**src/rtl/sdram_arbiter.sv**
```systemverilog
// Purpose : share one toggle-handshake SDRAM controller port among NUM_PORTS requesters;
//           port 0 has fixed priority (bounded by a hog limit), ports 1..N-1 rotate round-robin.
// Latency : grant one edge after a request becomes pending; requester ack one edge after mem_ack.
// Backpressure: one transaction outstanding; others wait on their pending bit (req_i != ack_o).
//
// Ports:
//   clk, rst_n    clock and asynchronous active-low reset
//   req_i/ack_o   per-port toggle handshake; a port is pending while its bits differ
//   addr_i, we_i, wdata_i   per-port request slices (held stable while pending)
//   rdata_o       per-port read-data holding registers
//   mem_req/mem_ack         toggle handshake to the SDRAM controller
//   mem_address/mem_we/mem_wdata  latched command of the port in service
//   mem_rdata     controller read data, valid when mem_ack == mem_req
//   grant_o       index of the port in service; busy_o high while outstanding
module sdram_arbiter #(
   parameter int NUM_PORTS = 3,
   parameter int ADDR_BITS = 23,
   parameter int HOG_LIMIT = 4
) (
   input  logic                           clk,
   input  logic                           rst_n,
   input  logic [NUM_PORTS-1:0]           req_i,
   output logic [NUM_PORTS-1:0]           ack_o,
   input  logic [NUM_PORTS*ADDR_BITS-1:0] addr_i,
   input  logic [NUM_PORTS-1:0]           we_i,
   input  logic [NUM_PORTS*16-1:0]        wdata_i,
   output logic [NUM_PORTS*16-1:0]        rdata_o,
   output logic                           mem_req,
   input  logic                           mem_ack,
   output logic [ADDR_BITS-1:0]           mem_address,
   output logic                           mem_we,
   output logic [15:0]                    mem_wdata,
   input  logic [15:0]                    mem_rdata,
   output logic [2:0]                     grant_o,
   output logic                           busy_o
);

   typedef enum logic {IDLE, WAIT} state_t;

   state_t                   state, state_nxt;
   logic [2:0]               rr_ptr, rr_ptr_nxt;
   logic [3:0]               hog_cnt, hog_cnt_nxt;

   logic [NUM_PORTS-1:0]     ack_nxt;
   logic [NUM_PORTS*16-1:0]  rdata_nxt;
   logic                     mem_req_nxt;
   logic [ADDR_BITS-1:0]     mem_address_nxt;
   logic                     mem_we_nxt;
   logic [15:0]              mem_wdata_nxt;
   logic [2:0]               grant_nxt;
   logic                     busy_nxt;

   logic [NUM_PORTS-1:0]     pend;
   logic                     others_pend;
   logic                     hog_hit;
   logic [2:0]               win;
   logic                     win_vld;
   logic [ADDR_BITS-1:0]     win_addr;
   logic                     win_we;
   logic [15:0]              win_wdata;

   assign pend        = req_i ^ ack_o;
   assign others_pend = |pend[NUM_PORTS-1:1];
   // Port 0 loses its priority only once it has used up its hog budget
   // and somebody else is actually waiting.
   assign hog_hit     = (hog_cnt == 4'(HOG_LIMIT)) && others_pend;

   // Winner selection. The round-robin search visits ports rr_ptr..N-1 then
   // wraps to 1; port 0 never takes part in the rotation.
   always_comb begin
      win     = '0;
      win_vld = 1'b0;
      if (pend[0] && !hog_hit) begin
         win_vld = 1'b1;
      end else begin
         for (int i = 0; i < NUM_PORTS - 1; i++) begin
            for (int k = 1; k < NUM_PORTS; k++) begin
               if (!win_vld && pend[k] &&
                   (k == ((int'(rr_ptr) - 1 + i) % (NUM_PORTS - 1)) + 1)) begin
                  win     = 3'(k);
                  win_vld = 1'b1;
               end
            end
         end
      end
   end

   // Mux out the winner's command slice.
   always_comb begin
      win_addr  = '0;
      win_we    = 1'b0;
      win_wdata = '0;
      for (int k = 0; k < NUM_PORTS; k++) begin
         if (win == 3'(k)) begin
            win_addr  = addr_i[k*ADDR_BITS +: ADDR_BITS];
            win_we    = we_i[k];
            win_wdata = wdata_i[k*16 +: 16];
         end
      end
   end

   // Next-state and output logic.
   always_comb begin
      state_nxt       = state;
      rr_ptr_nxt      = rr_ptr;
      hog_cnt_nxt     = hog_cnt;
      ack_nxt         = ack_o;
      rdata_nxt       = rdata_o;
      mem_req_nxt     = mem_req;
      mem_address_nxt = mem_address;
      mem_we_nxt      = mem_we;
      mem_wdata_nxt   = mem_wdata;
      grant_nxt       = grant_o;
      busy_nxt        = busy_o;

      case (state)
         IDLE: begin
            if (win_vld) begin
               mem_address_nxt = win_addr;
               mem_we_nxt      = win_we;
               mem_wdata_nxt   = win_wdata;
               mem_req_nxt     = ~mem_req;
               grant_nxt       = win;
               busy_nxt        = 1'b1;
               state_nxt       = WAIT;
               if (win == 3'd0) begin
                  // Only grants that starve someone count against the budget.
                  if (!others_pend)
                     hog_cnt_nxt = '0;
                  else if (hog_cnt != 4'(HOG_LIMIT))
                     hog_cnt_nxt = hog_cnt + 4'd1;
               end else begin
                  hog_cnt_nxt = '0;
                  rr_ptr_nxt  = (win == 3'(NUM_PORTS - 1)) ? 3'd1 : win + 3'd1;
               end
            end
         end
         WAIT: begin
            if (mem_ack == mem_req) begin
               for (int k = 0; k < NUM_PORTS; k++) begin
                  if (grant_o == 3'(k)) begin
                     ack_nxt[k] = ~ack_o[k];
                     if (!mem_we)
                        rdata_nxt[k*16 +: 16] = mem_rdata;
                  end
               end
               busy_nxt  = 1'b0;
               state_nxt = IDLE;
            end
         end
         default: state_nxt = IDLE;
      endcase
   end

   always_ff @(posedge clk or negedge rst_n) begin
      if (!rst_n) begin
         state       <= IDLE;
         rr_ptr      <= 3'd1;
         hog_cnt     <= '0;
         ack_o       <= '0;
         rdata_o     <= '0;
         mem_req     <= 1'b0;
         mem_address <= '0;
         mem_we      <= 1'b0;
         mem_wdata   <= '0;
         grant_o     <= '0;
         busy_o      <= 1'b0;
      end else begin
         state       <= state_nxt;
         rr_ptr      <= rr_ptr_nxt;
         hog_cnt     <= hog_cnt_nxt;
         ack_o       <= ack_nxt;
         rdata_o     <= rdata_nxt;
         mem_req     <= mem_req_nxt;
         mem_address <= mem_address_nxt;
         mem_we      <= mem_we_nxt;
         mem_wdata   <= mem_wdata_nxt;
         grant_o     <= grant_nxt;
         busy_o      <= busy_nxt;
      end
   end

endmodule
```
**config.mk**
```make
export PLATFORM = sky130hd
export DESIGN_NAME = sdram_arbiter
export DESIGN_NICKNAME = d
export VERILOG_FILES = /design/src/rtl/sdram_arbiter.sv
export SDC_FILE = /design/constraint.sdc
export NUM_CORES = 1
export LEC_CHECK = 0
export CORE_MARGIN = 3
export CORE_UTILIZATION = 37
export CTS_CLUSTER_SIZE = 20
export DETAILED_ROUTE_END_ITERATION = 12
export PLACE_DENSITY = 0.78
export SYNTH_ARGS = -nofsm -noshare
export SYNTH_HDL_FRONTEND = slang
export SYNTH_SLANG_ARGS = --single-unit
```
**constraint.sdc**
```tcl
create_clock -name clk -period 1.94 [get_ports clk]
set_clock_uncertainty 0.05 [all_clocks]
set_input_delay 0.291 -clock clk [delete_from_list [all_inputs] [get_ports clk]]
set_output_delay 0.291 -clock clk [all_outputs]
set_load 0.01 [all_outputs]
```
==> flow_summary.toml, run 1 <==
[finish]
multi_input_area_sq_mm = 0.002251
final.fill_count = 942
final_util_pct = 68.45
area.growth.synth_to_final_pct = 80.10
final_cell_mix = "235 x clkdlybuf4s50_1, 101 x dfrtp_1, 47 x mux2_1, 47 x nand2_1, 45 x nor2_1"
final_common_cell = "clkdlybuf4s50_1"
drive_above_1_share_pct = 22.35
nets = 837
insertedDiodeCount = 0
seqCellArea_sq_mm = 0.002580
stdcell_count = 870

[worst_setup_path]
critPathKind = "in2reg"
worst_path_largest_cell_delay_ns = 0.47
cp_cell_sequence = "clkdlybuf4s50_1, xnor2_2, or2_1, buf_4, a21oi_4, buf_12, buf_12, nor2_1, o31ai_1"
crit_family = "buffers and inverters"
r2r_setup_slack_ns = -0.05
critical_path.startpoint_type = "primary input"
critPathMaxFanout = 6
critPathArrivalTime_ns = 2.20
crit_required_ns = 2.13
endpoint_kind = "flop"
path_buf_inv = 4
crit_top_cell = "buf_12"
crit_slowest_cell = "clkdlybuf4s50_1"

[grt]
grt_util_all_layers_pct = 20.48
grt_overflow_total = 0
grt_max_degree = 67
grt_pass1_wl_mm = 23.21
antenna_found_initial = 0
grt_pass1_vias = 4430

[drt]
drc_errors = 0
viasPerCell = 5.083
routed_wl_mm = 17.06
ant_nets = 0
drt_iter0_drc = 300
vias = 4422
avgRoutedWirePerCell_um = 19.61
dr.pass1.iters = 4

[timing]
rsz0062_at_grt = "yes"
fmax_mhz = 498.0
hold_viol = 0
final.setup.tns_ns = -1.029
post-route-period-util_pct = 103.5
drv_slew = 0
finalSetupViolations = 40
setup_slack_ns = -0.06811
period_needed_ns = 2.008
hold-worst-slack_ns = 0.3366

[floorplan]
start_util_pct = 38.01
ioPinCount = 238
row_count = 41
die_x_um = 120.1
die_area_sq_mm = 0.01442
die_h_um = 120.1
design.core.area_sq_mm = 0.01267

[yosys]
synth_edf_count = 0
synthFlopType = "dfrtp_1"
synth.avg_cell_area_sq_um = 11.86
synthCells = 406
yosys.cell_types.count = 40
synth_nets = 550
ys_ff_latch = 103
syn_area_sq_mm = 0.004816
async_reset_ff_share_pct = 100.0
synth_warnings = 0
yosysSeqAreaShare_pct = 53.55

[clock_tree]
cts_root_buffer = "clkbuf_16"
clk_path_buf_depth = 2
cts.sinks = 103
worstSkewPairLatency_ns = 0.34
cts_buffers = 9
cts_tree = "built"
htree_levels = 3
path_clk_slew_ns = 0.08

[worst_hold_path]
hp-class = "in2async"

[power_and_ir_drop]
netSwitchingFraction_pct = 37.58
combPwrFrac_pct = 63.7
powerDensity_mw_per_mm2 = 1798
p_int_mw = 9.736
peakVddDrop_uv = 835.8
pwr-share-clk_pct = 11.3
p_leak_nw = 3.641
p_sw_mw = 5.861
p_seq_share_pct = 25.0

[placement]
place_congestion = 0.7942
dpl.cell_count = 825
place.detailed.hpwl_mm = 10.72
port_buffers = 236

[run]
maxCapViolCount = 0

[run_status]
violations = "negative setup slack"
status = "complete, but fails checks"
[final cells by class]
class,count,share of cell area [%]
multi-input combinational,267,25.95
clock inverter,7,0.7069
inverter,5,0.2164
sequential,103,29.75
timing repair buffer,307,38.30
clock buffer,9,2.597
tap,172,2.481
[cell families after synthesis]
logic type      Yosys count  share of synthesized area, %
xor+xnor                  8                         1.455
mux                      49                         11.46
flops                   103                         53.55
buf+inv                  37                         4.339
compound gates           92                         18.29
simple gates            114                         10.31
fa+ha+maj                 2                        0.5195
other cells               1                       0.07787
[registers in the layout, indices dropped and copies added, names as in the netlist, 2 cells and up]
name / count
hog_cnt: 4
mem_wdata: 16
mem_address: 23
rdata_o: 48
ack_o: 3
rr_ptr: 3
grant_o: 2
[worst register-to-register path: stages (launching register included)]
cell and delay (ns):
dfrtp_1 0.39, inv_2 0.08, ha_4 0.12, nand3b_1 0.09
and2_4 0.20, or3_4 0.49, buf_16 0.19, o22ai_2 0.16
o31ai_1 0.10
[power groups by stage]
stage          registers [mW]  logic [mW]  clock network [mW]
2_1_floorplan            4.27        3.34                   0
3_3_place_gp             3.88        7.42                   0
3_5_place_dp             3.92        7.63                   0
4_1_cts                  3.89        8.42                1.80
5_1_grt                  4.03        10.5                1.89
6_report                 3.89        9.94                1.76
[what timing repair did]
action,CTS,global route
pin swaps,5,17
setup endpoints to repair,47,74
hold endpoints to repair,23,0
hold buffers,1,0
resized for setup,15,30
setup buffers,6,3
cloned,5,14
[stage by stage]
stage	power, mW	setup slack (ns)	cell area [sq um]
finish	15.60	-0.06811	8673
global route	16.41	-0.1517	8673
CTS	14.10	-0.04752	8194
detailed placement	11.56	-0.3894	7666
global placement	11.29	-0.3427	7666
floorplan	7.609	0.002272	4827
[path summary, 6_finish.rpt]
check | start | endpoint | cells past startpoint
worst max-delay path | req_i[2] | mem_wdata[7] | 9
worst min-delay path | rst_n | mem_address[22] | 2
worst max register to register | hog_cnt[0] | mem_address[7] | 8
worst min register to register | mem_address[4] | mem_address[4] | 2
max in group asynchronous | rst_n | rr_ptr[0] | 3
min in group clk | mem_address[4] | mem_address[4] | 2
[routing by layer]
| layer | routed length [um] | GRT usage (%) |
|---|---|---|
| met5 | 0 | 0 |
| met4 | 294 | 4.510 |
| met2 | 8974 | 37.23 |
| met3 | 1267 | 5.844 |
| met1 | 6527 | 23.90 |
[cells in the mapped netlist, types with 2 or more instances]
cell / n / area, sq um
inv_1: 5 / 18.77
mux2_2: 2 / 22.52
o22ai_1: 2 / 12.51
dfrtp_1: 102 / 2552
nor2b_1: 4 / 25.02
clkbuf_1: 8 / 30.03
o21ai_1: 2 / 10.01
xnor2_1: 6 / 52.55
buf_6: 6 / 67.56
nand2_1: 48 / 180.2
mux2_1: 47 / 529.3
buf_2: 17 / 85.08
ha_1: 2 / 25.02
nor2_1: 46 / 172.7
nand3b_1: 3 / 22.52
o31ai_1: 39 / 292.8
a22o_1: 2 / 17.52
nor3_1: 4 / 20.02
xor2_1: 2 / 17.52
o22ai_2: 38 / 475.5
or3_1: 2 / 12.51
(Power assumes the default switching activity.)
==> inputs of run 2 (changes only) <==
- CAP_MARGIN: default -> 40
- CORE_UTILIZATION: 37 -> 40
- PLACE_DENSITY: 0.78 -> 0.8
- clock period: 1.94 -> 2.27 ns (I/O delays scaled with it)
==> run 2 against run 1 <==
Against the previous run: the run now ends clean; power down 29%; worst setup slack improved by 0.26 ns; global-route usage up 0.51 points; critical path depth down 1; sequential cell count stayed put; utilization shrank 1.3 points; non-clock buffer count is 40 lower; routed wire length down 18%; combinational power is 36% lower; design area down 10%; final cell count decreased by 8.3%; critical path type is now reg2reg; critical endpoint is now mem_wdata[0].
==> flow_summary.toml, run 2 (synthesis results as in run 1) <==
[run_status]
status = "finished, final reports clean"

[timing]
worstMarginPinSlew_ns = 0.6397
setup_slack_ns = 0.1900
period_needed_ns = 2.080
drv_slew = 0
finalSetupViolations = 0
rsz0062_at_grt = "no"
post-route-period-util_pct = 91.63
fmax_mhz = 480.8
maxSlewHeadroom_pct = 57.36
hold_viol = 0

[worst_setup_path]
crit_slowest_cell = "or3_4"
critical_path.startpoint_type = "flop"
cp_cell_sequence = "inv_1, ha_1, nand3b_1, and2_1, or3_4, buf_12, o22ai_1, o31ai_1"
critPathArrivalTime_ns = 2.24
worst_path_largest_cell_delay_ns = 0.42
crit_required_ns = 2.43
endpoint_kind = "flop"
critPathKind = "reg2reg"
critPathMaxFanout = 31

[placement]
pre_cts_slack_ns = -0.07339
place_congestion = 0.8003
place.detailed.hpwl_mm = 10.71
port_buffers = 236

[power_and_ir_drop]
peakVddDrop_uv = 769.7
power.total_mw = 11.07
powerDensity_mw_per_mm2 = 1420
p_leak_nw = 3.268

[floorplan]
die_x_um = 115.7
row_count = 39
ioPinCount = 238
design.core.area_sq_mm = 0.01161
die_h_um = 115.7
die_area_sq_mm = 0.01339
start_util_pct = 41.47

[finish]
largest_reg_flops = 48
drive_above_1_share_pct = 14.05
final_common_cell = "clkdlybuf4s50_1"
area.growth.synth_to_final_pct = 61.86
regMostFlops = "rdata_o"
insertedDiodeCount = 0
final_cell_mix = "235 x clkdlybuf4s50_1, 102 x dfrtp_1, 48 x nand2_1, 47 x mux2_1, 46 x nor2_1"
nets = 796
top_regs = "rdata_o: 48 flops, mem_address: 23 flops, mem_wdata: 16 flops"

[drt]
ant_nets = 0
routed_wl_mm = 14.00
dr.pass1.iters = 4
vias = 4080
viasPerCell = 5.113
drt_iter0_drc = 168
drc_errors = 0
avgRoutedWirePerCell_um = 17.54

[grt]
grt_use_met1_pct = 26.07
grt_pass1_vias = 4262
grt_max_degree = 49
busiest_layer = "met2"
grt_util_all_layers_pct = 20.99
use_met3_pct = 4.543
antenna_found_initial = 0
grt_pass1_wl_mm = 21.98
grt.met2_usage_pct = 36.34
grt_overflow_total = 0

[clock_tree]
worstSkewPairLatency_ns = 0.34
cts_root_buffer = "clkbuf_16"
cts.sinks = 103
clk_path_buf_depth = 2
htree_levels = 3
cts_tree = "built"
path_clk_slew_ns = 0.07
cts_buffers = 9

[run]
maxCapViolCount = 0

[worst_hold_path]
hp-class = "reg2reg"
[run 2: cell types whose count changed in the layout (fill, tap and decap cells not counted), sizes merged]
cell and change:
buf -29, or3 -1, bufbuf -1, inv -2, clkinv -1, clkbuf -9
[run 2: timing repair]
action,in CTS,in global routing
resized for setup,0,2
setup endpoints to repair,0,5
hold buffers,1,0
endpoints found under the hold margin,29,0
buffers inserted,0,0
[run 2: layout make-up]
type / count / area, sq um
clock inverters: 4 / 30.03
well taps: 143 / 178.9
repair buffers: 267 / 2695
fillers: 880 / 3819
inverters: 5 / 18.77
clock buffers: 10 / 239.0
multi-input cells: 266 / 2054
flip-flops and latches: 103 / 2579
[run 2: path summary, 6_finish.rpt]
kind,startpoint,to,slack [ns],cells past startpoint
setup / recovery,hog_cnt[0],mem_wdata[0],0.19,8
hold reg to reg,mem_wdata[4],mem_wdata[4],0.42,2
min in group asynchronous,rst_n,rdata_o[35],0.52,2
hold / removal,mem_wdata[4],mem_wdata[4],0.42,2
setup reg to reg,hog_cnt[0],mem_wdata[0],0.19,8
max in group asynchronous,rst_n,rdata_o[12],0.97,3
[run 2: per-stage QoR]
stage	area (sq um)	hold WS (ns)	setup TNS, ns	util [%]	std cells
finish	7795	0.4239	0	67.12	798
global route	7795	0.4577	0	67.12	798
CTS	7787	0.4323	0	67.05	798
detailed placement	7508	0.3607	-1.628	64.65	783
global placement	7508	0.3424	-1.427	64.65	783
floorplan	4816	-0.005091	0	-	406
[run 2: routing by layer]
layer  routed length [um]  vias up
li1                     -     1944
met4                  233        0
met1                 5597     1978
met3                  959       15
met5                    0        -
met2                 7206      143
[run 2: where the power goes]
| group | internal, mW | leakage, nW | total, mW | switching [mW] |
|---|---|---|---|---|
| sequential | 2.76 | 1.25 | 3.32 | 0.553 |
| combinational | 3.44 | 1.88 | 6.32 | 2.88 |
| clock | 0.768 | 0.131 | 1.44 | 0.670 |
[run 2: worst max-delay path: cells and delay by family (launching register included)]
| kind | cells | cell delay (ns) |
|---|---|---|
| AO/OA/AOI/OAI | 2 | 0.27 |
| AND/OR/NAND/NOR | 3 | 0.77 |
| flip-flops | 1 | 0.40 |
| buffers and inverters | 2 | 0.29 |
| adder cells (fa/ha/maj) | 1 | 0.16 |
